--- config.mk ---
export PLATFORM = sky130hd
export DESIGN_NAME = regfile_mp
export DESIGN_NICKNAME = d
export VERILOG_FILES = /design/src/rtl/regfile_mp.sv
export SDC_FILE = /design/constraint.sdc
export NUM_CORES = 2
export LEC_CHECK = 0
export BUFFER_PORTS_ARGS = -buffer_cell sky130_fd_sc_hd__clkbuf_2
export CAP_MARGIN = 20
export CORE_UTILIZATION = 28
export DETAILED_ROUTE_END_ITERATION = 6
export GPL_TIMING_DRIVEN = 0
export SYNTH_ARGS = -nofsm -noshare
export SYNTH_HDL_FRONTEND = slang
export SYNTH_SLANG_ARGS = --single-unit
--- constraint.sdc ---
create_clock -name clk -period 6.1 [get_ports clk]
set_clock_uncertainty 0.15 [all_clocks]
set_input_delay 0.305 -clock clk [delete_from_list [all_inputs] [get_ports clk]]
set_output_delay 0.305 -clock clk [all_outputs]
set_load 0.1 [all_outputs]
--- src/rtl/regfile_mp.sv ---
// Multi-port integer register file: combinational reads, two prioritised
// synchronous write ports, optional write-to-read bypass and a pending scoreboard.
module regfile_mp #(
  parameter int XLEN     = 32,
  parameter int NREGS    = 32,
  parameter int AW       = $clog2(NREGS),
  parameter int NREAD    = 2,
  parameter int BYPASS   = 1,
  parameter int ZERO_REG = 1
) (
  input  logic                    clk,
  input  logic                    rst,
  input  logic [NREAD*AW-1:0]     rd_addr,
  output logic [NREAD*XLEN-1:0]   rd_data,
  output logic [NREAD-1:0]        rd_busy,
  input  logic                    wr0_en,
  input  logic [AW-1:0]           wr0_addr,
  input  logic [XLEN-1:0]         wr0_data,
  input  logic                    wr1_en,
  input  logic [AW-1:0]           wr1_addr,
  input  logic [XLEN-1:0]         wr1_data,
  input  logic                    alloc_en,
  input  logic [AW-1:0]           alloc_addr,
  output logic [AW:0]             busy_cnt
);

  logic [XLEN-1:0] regs_q [NREGS];
  logic [NREGS-1:0] busy_q, busy_d;
  logic [AW:0]      cnt_q, cnt_d;

  logic          w0Ok, w1Ok, allocOk;
  logic [AW-1:0] ra;
  logic          hit0, hit1;

  // Writable/readable register: inside the array and not the hardwired zero.
  function automatic logic addrOk(input logic [AW-1:0] a);
    return (32'(a) < 32'(NREGS)) && !((ZERO_REG != 0) && (a == '0));
  endfunction

  assign w0Ok    = !rst && wr0_en   && addrOk(wr0_addr);
  assign w1Ok    = !rst && wr1_en   && addrOk(wr1_addr);
  assign allocOk = !rst && alloc_en && addrOk(alloc_addr);

  // Alloc is applied after the clears so a new producer in flight keeps the bit set.
  always_comb begin
    busy_d = busy_q;
    cnt_d  = '0;
    for (int i = 0; i < NREGS; i++) begin
      if ((w0Ok && wr0_addr == AW'(i)) || (w1Ok && wr1_addr == AW'(i))) begin
        busy_d[i] = 1'b0;
      end
      if (allocOk && alloc_addr == AW'(i)) begin
        busy_d[i] = 1'b1;
      end
      cnt_d = cnt_d + {{AW{1'b0}}, busy_d[i]};
    end
  end

  always_ff @(posedge clk) begin
    if (rst) begin
      for (int i = 0; i < NREGS; i++) begin
        regs_q[i] <= '0;
      end
      busy_q <= '0;
      cnt_q  <= '0;
    end else begin
      if (w0Ok) begin
        regs_q[wr0_addr] <= wr0_data;
      end
      if (w1Ok) begin
        regs_q[wr1_addr] <= wr1_data;
      end
      busy_q <= busy_d;
      cnt_q  <= cnt_d;
    end
  end

  // Port 1 outranks port 0 on bypass, mirroring the write priority.
  always_comb begin
    rd_data = '0;
    rd_busy = '0;
    ra      = '0;
    hit0    = 1'b0;
    hit1    = 1'b0;
    for (int k = 0; k < NREAD; k++) begin
      ra   = rd_addr[k*AW +: AW];
      hit0 = (BYPASS != 0) && w0Ok && (wr0_addr == ra);
      hit1 = (BYPASS != 0) && w1Ok && (wr1_addr == ra);
      if (addrOk(ra)) begin
        if (hit1) begin
          rd_data[k*XLEN +: XLEN] = wr1_data;
        end else if (hit0) begin
          rd_data[k*XLEN +: XLEN] = wr0_data;
        end else begin
          rd_data[k*XLEN +: XLEN] = regs_q[ra];
        end
        rd_busy[k] = busy_q[ra] && !(hit0 || hit1);
      end
    end
  end

  assign busy_cnt = cnt_q;

endmodule

# ---- After elaboration in Yosys (flattened, before gate mapping)
# Memories as Yosys holds them, arrays and structs flattened.
# Index checks and enable logic that the tools add are counted.
dict set report word_totals {
  wordCells 378
  register_bits 38
  memories 1
  ram_bits 1024
  mem_bits_ro 0
  output_inout_bits 72
  inputBits 94
  latchBits 0
}
# memory words word_bits read_ports rd_clocked_by_memory_dff wr line
set mem_list {}
lappend mem_list {regs_q 32 32 2 0 32 27} ;# logic [XLEN-1:0] regs_q [NREGS];
dict set report op_classes {
  multipliers 0
  order_cmp 2
  bitwise_logic 0
  n_eq_ne 97
  shifts 0
  n_reduce_logical 155
  n_div 0
  mux 90
  n_addsub 31
}
# cell count
set op_table {}
lappend op_table {{two-way mux 32 bit} 8}
lappend op_table {{equality test 5 bit (second input constant)} 48}
lappend op_table {{adder 6 x 1 -> 6 bit} 26}
lappend op_table {{equality test 5 x 4 -> 1 bit (second input constant)} 24}
lappend op_table {{logical AND 1 bit} 108}
lappend op_table {{two-way mux 1 bit} 78}
lappend op_table {{OR reduction 32 bit} 2}
lappend op_table {{equality test 5 x 3 -> 1 bit (second input constant)} 12}
lappend op_table {{logical OR 1 bit} 34}
lappend op_table {{equality test 5 x 2 -> 1 bit (second input constant)} 6}
lappend op_table {{zero test 5 bit} 5}
lappend op_table {{equality test 5 bit} 4}
lappend op_table {{equality test 5 x 1 -> 1 bit (second input constant)} 3}
lappend op_table {{< comparator 5 x 6 -> 1 bit (second input constant)} 2}
lappend op_table {{binary-select mux 1 bit (select 5 bit)} 2}
lappend op_table {{two-way mux 5 bit} 2}
lappend op_table {{adder 5 x 1 -> 6 bit} 1}
lappend op_table {{zero test 1 bit} 6}
lappend op_table {{adder 4 x 1 -> 5 bit} 1}
lappend op_table {{adder 3 x 1 -> 4 bit} 1}
lappend op_table {{adder 2 x 1 -> 3 bit} 1}
lappend op_table {{adder 1 x 1 -> 2 bit} 1}

# ---- Logic depth before layout (Yosys ltp)
dict set report logic_depth {
  depth_word 38
  mapped_depth 25
  ltp_nobuf 23
}

# ---- Worst setup path before layout
# Ideal clock, no wire load.
dict set report synth_timing {
  path_kind {input-to-reg}
  startpoint {in wr1_addr[4]}
  endpoint {reg cnt_q[4], in the netlist busy_cnt[4]}
  path_stages 24
  path_slack_ns 0.236
  path_buffers 2
  arrival_ns 5.589
  t_required_ns 5.825
  cell_sequence {or3b_1 > buf_4 > buf_6 > nor3_4 > a21oi_1 > a22o_1 > fa_1 > fa_1 > inv_1 > fa_1 > inv_1 > fa_1 > inv_1 > fa_1 > fa_1 > inv_1 > ha_1 > inv_1 > fa_1 > inv_1 > a21o_1 > a21oi_1 > xor2_1 > nor2_1}
}
dict set report synth_via {
  elab_cells_between_ends 193
}
# element line
set synth_lines {}
lappend synth_lines {{start, declared} 20} ;# input logic [AW-1:0] wr1_addr,
lappend synth_lines {{zero test 5 bit} 37} ;# return (32'(a) < 32'(NREGS)) && !((ZERO_REG != 0) && (a == '0));
lappend synth_lines {{zero test 1 bit} 37}
lappend synth_lines {{logical AND 1 bit} 41} ;# assign w1Ok = !rst && wr1_en && addrOk(wr1_addr);
lappend synth_lines {{logical AND 1 bit (*)} 49} ;# if ((w0Ok && wr0_addr == AW'(i)) || (w1Ok && wr1_addr == AW'(i))) begin
lappend synth_lines {{logical OR 1 bit (*)} 49}
lappend synth_lines {{two-way mux 1 bit (*)} 49}
lappend synth_lines {{two-way mux 1 bit (*)} 52} ;# if (allocOk && alloc_addr == AW'(i)) begin
lappend synth_lines {{via busy_d[5]} 28} ;# logic [NREGS-1:0] busy_q, busy_d;
lappend synth_lines {{adder 5 x 1 -> 6 bit (*)} 55} ;# cnt_d = cnt_d + {{AW{1'b0}}, busy_d[i]};
lappend synth_lines {{adder 6 x 1 -> 6 bit (*) (26 in series)} 55}
lappend synth_lines {{end signal, assigned} 74} ;# cnt_q <= cnt_d;
lappend synth_lines {{end, declared} 29} ;# logic [AW:0] cnt_q, cnt_d;
# The timed path passes the listed nets; every way through them passes the cells marked *.
# A chain may end at the register's enable or synchronous reset.

# ---- Worst setup path in the final report
dict set report layout_timing {
  startpoint {in wr0_addr[4]}
  endpoint {reg cnt_q[4], in the netlist busy_cnt[4]}
}
dict set report layout_via {
  elab_cells_between_ends 193
}
# element line
set layout_lines {}
lappend layout_lines {{start, declared} 17} ;# input logic [AW-1:0] wr0_addr,
lappend layout_lines {{zero test 5 bit} 37}
lappend layout_lines {{zero test 1 bit} 37}
lappend layout_lines {{logical AND 1 bit} 40} ;# assign w0Ok = !rst && wr0_en && addrOk(wr0_addr);
lappend layout_lines {{logical AND 1 bit (*)} 49}
lappend layout_lines {{logical OR 1 bit (*)} 49}
lappend layout_lines {{two-way mux 1 bit (*)} 49}
lappend layout_lines {{two-way mux 1 bit (*)} 52}
lappend layout_lines {{via busy_d[5]} 28}
lappend layout_lines {{adder 5 x 1 -> 6 bit (*)} 55}
lappend layout_lines {{adder 6 x 1 -> 6 bit (*) (26 in series)} 55}
# Marked as above.

==> results.sh <==
export IMPL_worstPathRequired_ns=6.59
export IMPL_finalMaxSlewViolations=0
export IMPL_power_frac_clock=0.389
export IMPL_cts_tree="yes"
export IMPL_io_buffers=124
export IMPL_rows=173
export IMPL_cts_root_buf="clkbuf_16"
export IMPL_vias=51630
export IMPL_cp_slowest_cell="or3b_2"
export IMPL_setup_viol=0
export IMPL_multi_input_area_sq_um=28600
export IMPL_hold_viol=0
export IMPL_drive_gt1_frac=0.2203
export IMPL_postLayoutCoreUtil=0.3283
export IMPL_clkSinkCount=1062
export IMPL_cp_start_kind="input port"
export IMPL_hold_depth=4
export IMPL_p_int_uw=13890
export IMPL_r2r_cells=20
export IMPL_synth_main_ff_cell="edfxtp_1"
export IMPL_die_w_um=476.6
export IMPL_antenna_found_initial=28
export IMPL_dieArea_sq_um=227200
export IMPL_status="finished with violations"
export IMPL_cts_buffers_inserted=115
export IMPL_path_clk_slew_ns=0.07
export IMPL_hpwl_mm=238.9
export IMPL_critPathKind="in -> reg"
export IMPL_grt_overflow_total=0
export IMPL_leakagePower_uw=0.02529
export IMPL_max_freq_mhz=168.8
export IMPL_fillers=22000
export IMPL_synth_largest_area_cell="edfxtp_1"
export IMPL_wl_per_cell_um=38.34
export IMPL_start_util=0.2827
export IMPL_syn_to_final_growth_pct=16.15
export IMPL_detail_route_antenna_nets=0
export IMPL_cp_slowest_stage_delay_ns=0.63
export IMPL_hold_path_class="in -> reg"
export IMPL_ff_latch_area_sq_um=31510
export IMPL_yosysWarnings=0
export IMPL_drv_cap=0
export IMPL_power_per_cell_area_nw_per_um2=272.6
export IMPL_post_place_cells=7826
export IMPL_rrSetupSlack_ns=0.79
export IMPL_critPathBufInv=7
export IMPL_worstMarginPinSlew_ns=1.284
export IMPL_track_usage=0.2642
export IMPL_synth_edf_count=1024
export IMPL_io_pin_count=166
export IMPL_hold_ws_ns=0.05882
export IMPL_critPathArrivalTime_ns=6.42
export IMPL_swShare=0.3045
export IMPL_drt_first_iter_violations=8145
export IMPL_post_route_min_period_ns=5.923
export IMPL_crit_top_cell="fa_1"
export IMPL_layout_commonest_cell="a22o_1"
export IMPL_totalWireLength_mm=311.3
export IMPL_clock_latency_ns=0.78
export IMPL_synth_area_top_cells="edfxtp_1 (49%), a22o_1 (15%), mux4_2 (12%)"
export IMPL_most_common_layout_cells="a22o_1 (1065), edfxtp_1 (1024), clkbuf_1 (459)"
export IMPL_fp_coreArea_sq_um=223200
export IMPL_peakVddDrop_mv=0.2180
export IMPL_route_detailed_drc=1
export IMPL_synthDistinctLibCells=60
export IMPL_syn_inst=4631
export IMPL_power_frac_seq=0.433
export IMPL_p_switching_uw=6083
export IMPL_grt_max_degree=31
export IMPL_cts_htree_levels=3
export IMPL_ys_seq_area_frac=0.4995
export IMPL_vias_per_cell=6.359
export IMPL_pwr_share_comb=0.178
export IMPL_crit_path_max_fanout=7
export IMPL_place_gp_congestion=1.023
export IMPL_final_cells=8119
export IMPL_violations="DRC"
export IMPL_synth_top_area_share=0.4875
export IMPL_grt_pass1_wl_mm=416.2
export IMPL_endpoint_kind="register"
export IMPL_async_flop_share=0
export IMPL_layout_nets=5149
export IMPL_crit_family="adder cells"
export IMPL_ys_seq_elements=1062
export IMPL_path_cells="clkbuf_1 > or3b_2 > nor2_2 > a21oi_1 > a22o_1 > fa_1 > fa_1 > inv_1 > fa_1 > inv_1 > fa_1 > inv_1 > fa_1 > fa_1 > inv_1 > ha_1 > inv_1 > fa_1 > inv_1 > a21o_1 > a21oi_1 > xor2_1 > nor2_1"
export IMPL_die_h_um=476.6
export IMPL_cp_depth=23
export IMPL_slew_headroom=0.1438
export IMPL_ctsLongestPathBuffers=3
export IMPL_grt_pass1_vias=49770
export IMPL_syn_area_per_cell_sq_um=13.62
export IMPL_dr_pass1_iters=7
export IMPL_syn_area_sq_um=63080
export IMPL_period_share=0.9710
## through the flow
| step | power (uW) | cell area (sq um) | setup TNS (ns) | setup WS [ns] |
|---|---|---|---|---|
| 3_5_place_dp | 12210 | 68590 | -5.464 | -1.255 |
| 2_1_floorplan | 10810 | 63200 | 0 | 0.2364 |
| 3_3_place_gp | 12120 | 67540 | -9.750 | -1.934 |
| 4_1_cts | 19830 | 73040 | 0 | 0.004132 |
| 5_1_grt | 20260 | 73230 | -0.01062 | -0.01062 |
| 6_report | 19980 | 73270 | 0 | 0.1768 |
## Yosys cell counts, types with 62 or more instances
| master | count |
|---|---|
| buf_2 | 157 |
| clkbuf_1 | 449 |
| nand2_1 | 143 |
| mux2_2 | 90 |
| o221ai_1 | 158 |
| mux4_2 | 326 |
| edfxtp_1 | 1024 |
| a31oi_1 | 62 |
| a21oi_1 | 97 |
| mux2i_1 | 380 |
| o21ai_0 | 66 |
| a221oi_1 | 62 |
| a22o_1 | 1065 |
| inv_1 | 63 |
## routing by layer
metal / global-route usage / up-vias / wire length, um
li1: - / 20060 / -
met1: 0.3326 / 26530 / 115900
met2: 0.3804 / 4119 / 130600
met3: 0.07598 / 902 / 36600
met4: 0.2037 / 16 / 28130
met5: 0 / - / 109
## worst min-delay path, delay by kind of cell
family | cells | cell delay, ns
AOI/OAI and AO/OA | 1 | 0.24
buffers and inverters | 1 | 0.18
and+or+nand+nor | 2 | 0.21
## power by group through the flow
stage / clock [uW] / combinational (uW) / sequential, uW
after global placement: 0 / 3330 / 8790
after CTS: 7750 / 3440 / 8640
after floorplan: 0 / 2100 / 8720
after detailed placement: 0 / 3420 / 8800
after global routing: 8000 / 3570 / 8690
final: 7780 / 3550 / 8650
## path summary, 6_finish.rpt
path / from / to
max: wr0_addr[4] / busy_cnt[4]
min: alloc_addr[1] / busy_q[1]
max reg2reg: busy_q[11] / busy_cnt[4]
min reg2reg: busy_q[0] / busy_q[0]
## layout make-up
type                       instances  area share
sequential                      1062      0.4301
multi-input combinational       2842      0.3903
tap                             2975     0.05080
buffer                           691     0.04104
clock buffer                     132     0.04102
timing repair buffer             247     0.02884
clock inverter                    85     0.01392
inverter                          65    0.003330
antenna                           20   0.0006831
## what timing repair did
action	in CTS	in global routing
hold buffers	35	0
endpoints found under the hold margin	34	0
endpoints found under the setup margin	5	4
pin swaps	7	2
setup buffers	7	3
resized for setup	3	9
## flip-flops by register name, indices dropped and copies added, names as in the netlist
register	flops
busy_cnt	6
busy_q	32
regs_q	1024
## cell families after synthesis
group | share of synthesized area
AO/OA/AOI/OAI | 0.2108
XOR/XNOR | 0.003055
adder cells (fa/ha/maj) | 0.009005
buffers and inverters | 0.05161
flip-flops | 0.4995
multiplexers | 0.1928
other | 0.00005945
AND/OR/NAND/NOR | 0.03314
Power figures use the tool's default switching activity.
